[src/rtl/mem_arbiter.sv]
// Two-port arbiter sharing one synchronous word memory between the CPU and the IOP DMA port.
// Bit 0 of each bus in the original big-endian numbering maps to the MSB here (for example, c_addr[16] is address bit 15).
module mem_arbiter #(
  parameter int unsigned STARVE_LIMIT = 4,    // 1..15
  parameter bit          ROUND_ROBIN  = 1'b0
) (
  input  logic        clock,
  input  logic        reset,                  // asynchronous, active low

  input  logic        c_req,
  input  logic        c_lock,
  input  logic [16:0] c_addr,
  input  logic [3:0]  c_wr_en,
  input  logic [31:0] c_wdata,
  output logic        c_gnt,
  output logic        c_rvalid,
  output logic [31:0] c_rdata,

  input  logic        io_req,
  input  logic [16:0] io_addr,
  input  logic [3:0]  io_wr_en,
  input  logic [31:0] io_wdata,
  output logic        io_gnt,
  output logic        io_rvalid,
  output logic [31:0] io_rdata,

  output logic [16:0] mem_address,
  output logic [3:0]  mem_write_en,
  output logic [31:0] mem_data_in,
  input  logic [31:0] mem_data_out
);

  localparam logic [3:0] LIMIT = 4'(STARVE_LIMIT);

  typedef enum logic { OWNER_CPU, OWNER_IOP } owner_e;
  typedef enum logic [1:0] { WIN_NONE, WIN_CPU, WIN_IOP } win_e;

  win_e        win;
  owner_e      last_owner;
  logic        lock_active;
  logic [3:0]  starve_cnt;
  logic [16:0] addr_q;
  logic [31:0] wdata_q;

  // Priority: bus lock, then the starvation guard, then round-robin or CPU priority.
  always_comb begin
    win = WIN_NONE;
    if (lock_active) begin
      if (c_req) win = WIN_CPU;
    end else if (io_req && (starve_cnt == LIMIT)) begin
      win = WIN_IOP;
    end else if (ROUND_ROBIN && c_req && io_req) begin
      win = (last_owner == OWNER_CPU) ? WIN_IOP : WIN_CPU;
    end else if (c_req) begin
      win = WIN_CPU;
    end else if (io_req) begin
      win = WIN_IOP;
    end
  end

  // Grants are combinational, so they are gated here to stay low for the whole time reset is held.
  assign c_gnt  = reset && (win == WIN_CPU);
  assign io_gnt = reset && (win == WIN_IOP);

  // NOTE: every output of this block gets a default first, so no latch can be inferred on an idle cycle.
  always_comb begin
    mem_address  = addr_q;
    mem_data_in  = wdata_q;
    mem_write_en = '0;
    if (c_gnt) begin
      mem_address  = c_addr;
      mem_data_in  = c_wdata;
      mem_write_en = c_wr_en;
    end else if (io_gnt) begin
      mem_address  = io_addr;
      mem_data_in  = io_wdata;
      mem_write_en = io_wr_en;
    end
  end

  assign c_rdata  = mem_data_out;
  assign io_rdata = mem_data_out;

  // NOTE: state uses non-blocking assignments so every register samples pre-edge values.
  always_ff @(posedge clock or negedge reset) begin
    if (!reset) begin
      addr_q      <= '0;
      wdata_q     <= '0;
      c_rvalid    <= 1'b0;
      io_rvalid   <= 1'b0;
      starve_cnt  <= '0;
      lock_active <= 1'b0;
      last_owner  <= OWNER_CPU;
    end else begin
      c_rvalid    <= c_gnt && (c_wr_en == 4'b0000);
      io_rvalid   <= io_gnt && (io_wr_en == 4'b0000);
      lock_active <= c_lock && (lock_active || c_gnt);

      if (c_gnt || io_gnt) begin
        addr_q  <= mem_address;
        wdata_q <= mem_data_in;
      end

      if (c_gnt)       last_owner <= OWNER_CPU;
      else if (io_gnt) last_owner <= OWNER_IOP;

      if (io_req && !io_gnt) begin
        if (starve_cnt != LIMIT) starve_cnt <= starve_cnt + 4'd1;
      end else begin
        starve_cnt <= '0;
      end
    end
  end

endmodule

[config.mk]
export PLATFORM = sky130hd
export DESIGN_NAME = mem_arbiter
export DESIGN_NICKNAME = d
export VERILOG_FILES = /design/src/rtl/mem_arbiter.sv
export SDC_FILE = /design/constraint.sdc
export NUM_CORES = 1
export LEC_CHECK = 0
export BUFFER_PORTS_ARGS = -buffer_cell sky130_fd_sc_hd__buf_2
export CORE_MARGIN = 2
export CORE_UTILIZATION = 32
export CTS_BUF_LIST = sky130_fd_sc_hd__clkbuf_4
export DETAILED_ROUTE_END_ITERATION = 10
export GPL_ROUTABILITY_DRIVEN = 1
export PLACE_DENSITY = 0.76
export SYNTH_ARGS = -nofsm -noshare
export SYNTH_HDL_FRONTEND = slang
export SYNTH_SLANG_ARGS = --single-unit
[constraint.sdc]
create_clock -name clock -period 2.3 [get_ports clock]
set_input_delay 0.23 -clock clock [delete_from_list [all_inputs] [get_ports clock]]
set_output_delay 0.23 -clock clock [all_outputs]
set_load 0.03 [all_outputs]
==> results.toml <==
[worst_setup_path]
start_kind = "flip-flop"
reg2reg_slack_ns = 0.41
path_class = "flip-flop to primary output"
arrival_ns = 2.12
critPathRequiredTime_ns = 2.07
end_kind = "primary output"
worst-path-max-fanout = 7

[floorplan]
fp.dieH_um = 113
row_count = 39
initial_core_util_pct = 33.1
core_sq_um = 11600
num_io_pins = 264
die_x_um = 113
fp.dieArea_sq_um = 12900

[cells_and_area]
areaGrowthSynthToFinish_pct = 36.5
post_route_cells_drive_above_1_share_pct = 45.4
fin_area_sq_um = 5230
fin_nets = 642
post-route-util_pct = 45.2
fill_cells = 1071

[clock_network]
clk_latency_ns = 0.39
clock-sinks = 56
root_buffer = "clkbuf_4"
cts_tree = "yes"
numCtsBuffers = 5
htreeDepth = 2
clockBufferDepth = 2
clkTransAtPathRegs_ns = 0.16

[power]
vdd_ir_drop_max_mv = 0.238
p_leak_nw = 2.42
power.density_nw_per_um2 = 588
fin_total_pwr_w = 0.00307

[detailed_routing]
vias = 3980
wl_per_cell_um = 21.8
drt_iter0_drc = 402
drt_pass1_iterations = 5
antenna_left = 0
drc = 0
wirelength_mm = 14.0
via_per_inst = 6.19

[synthesis]
synth_area_leaders = "dfrtp_1, a221o_1, buf_4"
syn_nets = 540
synthCells = 395
yosysWarningCount = 0
async_flop_share_pct = 100
synth-seq-area-share_pct = 36.6
synth.avg_cell_area_sq_um = 9.70
yosys.area.top_type = "dfrtp_1"
synth_ff_type = "dfrtp_1"
synth_common_cells = "a221o_1, buf_4, dfrtp_1"
synth-seq-cells = 56
synth-edff-count = 0
yosysMostFrequentCell = "a221o_1"
synth_top_area_share_pct = 36.6
syn_area_sq_um = 3830
yosysUniqueCellTypes = 27

[grt]
grt_pass1_wl_mm = 20.9
grt_usage_pct = 20.3
grt_max_degree = 56
overflow = 0
antenna_found_initial = 3
grt_pass1_vias = 4090

[place]
io_buffers = 167
routabilityCongestion = 0.789
hpwl_mm = 7.82
place_area_sq_um = 4320
pre_cts_ws_ns = 0.247

[sta]
worstMarginPinSlew_ns = 0.485
slew_violations = 0
finalHoldViolCount = 0
min_period_ns = 2.35
timing.final.ws_setup_ns = -0.0454
fmax_mhz = 426
rsz0062_at_grt = "yes"
fin_worst_skew_ns = 0.00856
setup_viol = 35
period_share_pct = 102
maxSlewHeadroom_pct = 67.6
holdWs_ns = 0.0508

[run]
maxCapViolCount = 0

[run_status]
violations = "setup timing"
outcome = "complete, but fails checks"

[hold_path]
hold_path.class = "input pin to flip-flop"
## metrics by stage
step,instances,setup TNS (ns)
2_1_floorplan,395,0
3_3_place_gp,607,0
3_5_place_dp,607,0
4_1_cts,637,-1.01
5_1_grt,642,-5.73
6_report,643,-0.689
## cell usage in the layout (no fill, tap or decap), drive strengths merged, types with 2 or more instances in the layout
cell / instances
dfrtp: 56
buf: 196
nor4: 2
nand3b: 2
bufbuf: 3
diode: 2
and2: 2
clkinvlp: 2
a22o: 4
clkbuf: 9
nor2: 2
mux2i: 2
a221o: 98
ha: 2
a21oi: 52
nand3: 50
inv: 2
nor3b: 4
## repair_timing
item	4_1_cts	5_1_grt
buffers inserted	15	0
pin swaps	7	6
resized for setup	118	15
hold buffers	1	0
endpoints found under the hold margin	56	0
endpoints found under the setup margin	55	54
gates cloned	7	5
## final timing paths
path	start	endpoint	depth (start not counted)
worst max register to register	starve_cnt[1]	wdata_q[17]	8
worst max-delay path	starve_cnt[1]	mem_data_in[24]	8
worst min register to register	wdata_q[20]	wdata_q[20]	1
worst min-delay path	c_lock	lock_active	2
max in group asynchronous	reset	addr_q[6]	3
min in group asynchronous	reset	wdata_q[15]	3
## where the power goes
part	internal, W	total (W)	switching [W]	leakage [nW]
sequential	0.00112	0.00120	0.0000822	0.700
combinational	0.000685	0.00143	0.000741	1.69
clock	0.000116	0.000447	0.000332	0.0249
total	0.00192	0.00307	0.00115	2.42
## metal layers
metal | share of wire, % | vias to the layer above | global-route usage, %
li1 | - | 1717 | -
met1 | 40 | 1967 | 25.0
met2 | 51 | 249 | 35.6
met3 | 7.2 | 45 | 3.67
met4 | 2.4 | 2 | 7.64
met5 | 0.093 | - | 0
## sequential cells by signal, summed over array words and instances (netlist names)
signal and cells:
wdata_q 32, addr_q 17, starve_cnt 4, c_rvalid 1, io_rvalid 1, lock_active 1
## worst max-delay path, stage by stage, from the launching register on
cell	delay, ns
dfrtp_1	0.43
inv_2	0.08
ha_4	0.14
and3b_2	0.26
buf_6	0.14
clkbuf_16	0.15
a21oi_1	0.08
a221o_1	0.31
buf_6	0.15
## cell families after synthesis
logic type | Yosys count | share of synthesized area [%]
muxes | 2 | 0.522
DFF | 56 | 36.6
AOI/OAI and AO/OA | 156 | 34.0
and+or+nand+nor | 66 | 9.21
adders and majority gates | 2 | 0.653
buffers and inverters | 111 | 18.6
xor gates and xnor gates | 2 | 0.457
## layout make-up
| class | instances | area (sq um) | area share (%) |
|---|---|---|---|
| Multi-Input combinational cell | 228 | 1790 | 34.2 |
| Clock buffer | 5 | 37.5 | 0.718 |
| Antenna cell | 2 | 5.00 | 0.0957 |
| Inverter | 2 | 7.51 | 0.144 |
| Sequential cell | 56 | 1400 | 26.8 |
| Clock inverter | 3 | 18.8 | 0.359 |
| Tap cell | 143 | 179 | 3.42 |
| Timing Repair Buffer | 204 | 1790 | 34.3 |
No activity file was read; power rests on OpenSTA's default activity.
